===== src/rtl/flash_sample_reader.sv =====
// Fetches one byte-wide audio sample from word-addressed flash over Avalon-MM,
// keeping the last fetched word so repeated reads from the same word skip the bus.
module flash_sample_reader #(
  parameter bit SIGNED_SAMPLES = 1'b1,
  parameter bit HOLD_CACHE     = 1'b1
) (
  input  logic        fetch_clock,
  input  logic        reset,
  input  logic        start,
  input  logic [22:0] word_addr,
  input  logic [1:0]  byte_sel,
  output logic        flash_mem_read,
  output logic [22:0] flash_mem_address,
  output logic [3:0]  flash_mem_byteenable,
  input  logic        flash_mem_waitrequest,
  input  logic        flash_mem_readdatavalid,
  input  logic [31:0] flash_mem_readdata,
  output logic [15:0] sample_data,
  output logic        sample_valid,
  input  logic        sample_ready,
  output logic        busy,
  output logic [2:0]  debug_state
);

  // Handshakes: the flash read is accepted on a cycle with read=1 and
  // waitrequest=0; a sample transfers on a cycle with valid=1 and ready=1.
  // Both sides hold their payload stable until that cycle.
  typedef enum logic [2:0] {
    IDLE      = 3'd0,
    ISSUE     = 3'd1,
    WAIT_DATA = 3'd2,
    EXTRACT   = 3'd3,
    PRESENT   = 3'd4
  } state_t;

  state_t      state, state_next;
  logic [22:0] addr_q;
  logic [1:0]  byte_q;
  logic [22:0] cache_addr;
  logic [31:0] cache_word;
  logic        cache_valid;
  logic        cache_hit;
  logic [7:0]  picked;
  logic [7:0]  sample_byte;

  assign cache_hit            = HOLD_CACHE && cache_valid && (word_addr == cache_addr);
  assign flash_mem_address    = addr_q;
  assign flash_mem_byteenable = 4'b1111;

  always_ff @(posedge fetch_clock) begin
    if (reset) begin
      state       <= IDLE;
      addr_q      <= '0;
      byte_q      <= '0;
      cache_addr  <= '0;
      cache_word  <= '0;
      cache_valid <= 1'b0;
      sample_data <= '0;
    end else begin
      state <= state_next;
      if (state == IDLE && start) begin
        addr_q <= word_addr;
        byte_q <= byte_sel;
      end
      // Data is only taken while a read is outstanding; stray beats are dropped.
      if (state == WAIT_DATA && flash_mem_readdatavalid) begin
        cache_word  <= flash_mem_readdata;
        cache_addr  <= addr_q;
        cache_valid <= 1'b1;
      end
      if (state == EXTRACT) begin
        sample_data <= {sample_byte, 8'h00};
      end
    end
  end

  always_comb begin
    picked = cache_word[7:0];
    case (byte_q)
      2'd0: picked = cache_word[7:0];
      2'd1: picked = cache_word[15:8];
      2'd2: picked = cache_word[23:16];
      2'd3: picked = cache_word[31:24];
      default: picked = cache_word[7:0];
    endcase
    // Offset-binary becomes two's complement by flipping the sign bit.
    sample_byte = SIGNED_SAMPLES ? picked : {~picked[7], picked[6:0]};
  end

  always_comb begin
    state_next     = state;
    flash_mem_read = 1'b0;
    sample_valid   = 1'b0;
    busy           = (state != IDLE);
    debug_state    = state;
    case (state)
      IDLE: begin
        if (start) begin
          state_next = cache_hit ? EXTRACT : ISSUE;
        end
      end
      ISSUE: begin
        flash_mem_read = 1'b1;
        if (!flash_mem_waitrequest) begin
          state_next = WAIT_DATA;
        end
      end
      WAIT_DATA: begin
        if (flash_mem_readdatavalid) begin
          state_next = EXTRACT;
        end
      end
      EXTRACT: begin
        state_next = PRESENT;
      end
      PRESENT: begin
        sample_valid = 1'b1;
        if (sample_ready) begin
          state_next = IDLE;
        end
      end
      default: begin
        state_next = IDLE;
      end
    endcase
  end

endmodule


===== config.mk =====
export PLATFORM = sky130hd
export DESIGN_NAME = flash_sample_reader
export DESIGN_NICKNAME = d
export VERILOG_FILES = /design/src/rtl/flash_sample_reader.sv
export SDC_FILE = /design/constraint.sdc
export NUM_CORES = 1
export LEC_CHECK = 0
export CAP_MARGIN = 20
export CORE_ASPECT_RATIO = 2
export CORE_MARGIN = 2
export CORE_UTILIZATION = 42
export CTS_CLUSTER_DIAMETER = 120
export DETAILED_ROUTE_END_ITERATION = 12
export GPL_TIMING_DRIVEN = 0
export PLACE_DENSITY = 0.83
export SYNTH_ARGS = -nofsm -noshare
export SYNTH_HDL_FRONTEND = slang
export SYNTH_SLANG_ARGS = --single-unit

===== constraint.sdc =====
create_clock -name fetch_clock -period 1.46 [get_ports fetch_clock]
set_input_delay 0.292 -clock fetch_clock [delete_from_list [all_inputs] [get_ports fetch_clock]]
set_output_delay 0.292 -clock fetch_clock [all_outputs]
set_load 0.02 [all_outputs]

==> flow_summary.yaml, run 1 <==
run_status:
  status: "complete, but fails checks"
  violations: "negative setup slack"
grt:
  globalRouteMet2Util_pct: 43.1
  grtUsageTotal_pct: 23.3
  met1_usage_pct: 21.1
  grt_busiest_layer: "met2"
  grt_pass1_vias: 3798
  grt_overflow: 0
  grt_max_degree: 16
  use_met3_pct: 4.74
  grt_pass1_wl_um: 17800
  antenna_found_initial: 0
sta:
  whs_ps: 273
  slew_violations: 0
  setup_ws_ps: -134
  finalCritPeriodShare_pct: 109
  hold_viol: 0
  period_needed_ps: 1590
  fin_skew_ps: 9.19
  clock.fmax_mhz: 627
  setup_viol: 58
  rsz0062_at_grt: "true"
synth:
  synth.distinct_cells: 28
  synthesis.instances: 467
  syn_area_sq_um: 3800
  ys_seq_elements: 92
  yosysWarnings: 0
  yosys.area.top_type: "dfxtp_1"
  synth_area_leaders: "dfxtp_1 48%, nand2_1 18%, a21oi_1 12%"
  syn_avg_cell_area_sq_um: 8.13
  yosysSeqAreaShare_pct: 48.5
  yosysTopAreaCellShare_pct: 48.5
floorplanning:
  io_pins: 112
  fp.dieW_um: 71.2
  fp.dieArea_sq_um: 9870
  start_util_pct: 42.7
  core_area_sq_um: 8890
  dieHeight_um: 138
  rows: 49
power:
  ir_worst_vdd_v: 0.000915
  power_density_nw_per_um2: 973
  p_leak_nw: 2.33
cells_and_area:
  nets: 670
  stdcell_count: 714
  filler_cell_count: 624
  area_growth_pct: 59.0
  diodes: 0
  layout_common_cells: "136 x nand2_1, 89 x dfxtp_1, 57 x a21oi_1, 57 x clkdlybuf4s50_1"
  drive_gt1_share_pct: 29.7
  final_util_pct: 68.0
  final_common_cell: "nand2_1"
detailed_routing:
  via_count: 3942
  dr.pass1.iters: 8
  antenna_left: 0
  wl_per_cell_um: 18.8
  via_per_inst: 5.52
  drtIter0Drc: 372
  post-route-drc-count: 0
  wirelength_um: 13400
job:
  drv_cap: 0
clock_tree:
  clkTransAtPathRegs_ps: 70
  htreeDepth: 3
  cts-root-buf: "clkbuf_16"
  cts_buffers: 9
  cts-root-to-sink-buffers: 2
  cts.sinks: 92
  insertion_delay_ps: 340
  cts_tree: "done"
placement:
  io_buffer_count: 99
  place.gp.congestion: 0.864
  placed_cells: 678
  detailed_place_hpwl_um: 8370
worst_setup_path:
  crit_arrival_ps: 1820
  critPathKind: "input port to flop"
  end_kind: "flop"
  path_max_fanout: 2
  cp.required_ps: 1690
  crit_path_start_kind: "input port"
worst_hold_path:
  hold_path_class: "input port to flop"
==> metal layers <==
metal / wire (um) / vias to the layer above
met2: 7530 / 216
met5: 0 / -
met4: 982 / 0
li1: - / 1792
met1: 4250 / 1866
met3: 686 / 68
==> power breakdown <==
group / switching, mW / internal (mW)
logic: 0.562 / 0.516
registers: 0.0877 / 2.60
clock network: 0.969 / 1.15
total: 1.62 / 4.26
==> cells in the mapped netlist (all sizes together) <==
master	count
nand2	181
dfxtp	92
a21oi	91
buf	31
xnor2	23
clkbuf	13
mux4	8
nand4	5
nor3	4
nor3b	3
conb	2
inv	2
nor2	2
a2111oi	1
a31oi	1
and2	1
nand2b	1
nand3	1
nand3b	1
nor4	1
o21ai	1
or3	1
xor2	1
==> cell type report <==
| class | instances | area [sq um] | area share, % |
|---|---|---|---|
| tap | 102 | 128 | 2.11 |
| buffer | 41 | 355 | 5.88 |
| sequential | 92 | 1850 | 30.7 |
| timing repair buffer | 122 | 1260 | 20.9 |
| clock buffer | 9 | 225 | 3.73 |
| inverter | 2 | 7.51 | 0.124 |
| multi-input combinational | 339 | 2170 | 35.9 |
| clock inverter | 7 | 42.5 | 0.704 |
==> sequential cells by signal (all words and copies together), names as in the netlist <==
register and cells:
cache_word 32, cache_addr 23, flash_mem_address 23, sample_data 8, debug_state 3, byte_q 2
cache_valid 1
==> through the flow <==
| stage | power, mW | TNS (ps) | cell area (sq um) | setup WS [ps] |
|---|---|---|---|---|
| 6_report | 5.88 | -2990 | 6040 | -134 |
| 5_1_grt | 6.06 | -4780 | 6040 | -203 |
| 4_1_cts | 5.71 | -1580 | 5400 | -128 |
| 3_5_place_dp | 3.61 | -39500 | 4970 | -585 |
| 3_3_place_gp | 3.59 | -37570 | 4970 | -637 |
| 2_1_floorplan | 3.17 | 0 | 3850 | 11.5 |
==> critical path, stage by stage <==
cell	delay, ps
clkdlybuf4s50_1	500
xnor2_1	250
nand3_1	140
nor3_2	300
a21oi_1	130
a2111oi_2	200
==> final timing paths <==
kind / depth (start not counted) / end / slack [ps] / startpoint
min: 3 / flash_mem_address[12] / 270 / word_addr[12]
max: 6 / debug_state[1] / -130 / word_addr[5]
min reg2reg: 2 / sample_data[15] / 460 / sample_data[15]
max reg2reg: 6 / cache_word[4] / -90 / debug_state[2]
==> cell families after synthesis <==
| logic type | after synthesis | synth area share (%) |
|---|---|---|
| other | 2 | 0.198 |
| AOI/OAI and AO/OA | 94 | 12.7 |
| DFF | 92 | 48.5 |
| and+or+nand+nor | 201 | 21.6 |
| buffers and inverters | 46 | 6.75 |
| xor gates and xnor gates | 24 | 5.53 |
| muxes | 8 | 4.74 |
==> what timing repair did <==
action | 4_1_cts | 5_1_grt
hold buffers | 0 | 0
resized for setup | 98 | 138
pin swaps | 7 | 65
gates cloned | 2 | 6
setup buffers | 5 | 10
setup endpoints to repair | 128 | 88
Power figures use the tool's default switching activity.
==> inputs of run 2 (changes only) <==
--- a/config.mk
+++ b/config.mk
@@ -5,7 +5,7 @@
 export SDC_FILE = /design/constraint.sdc
 export NUM_CORES = 1
 export LEC_CHECK = 0
-export CAP_MARGIN = 20
+export CAP_MARGIN = 10
 export CORE_ASPECT_RATIO = 2
 export CORE_MARGIN = 2
 export CORE_UTILIZATION = 42
==> results of run 2 <==
Same layout as run 1: the final DEF is identical, and so are final timing and power.
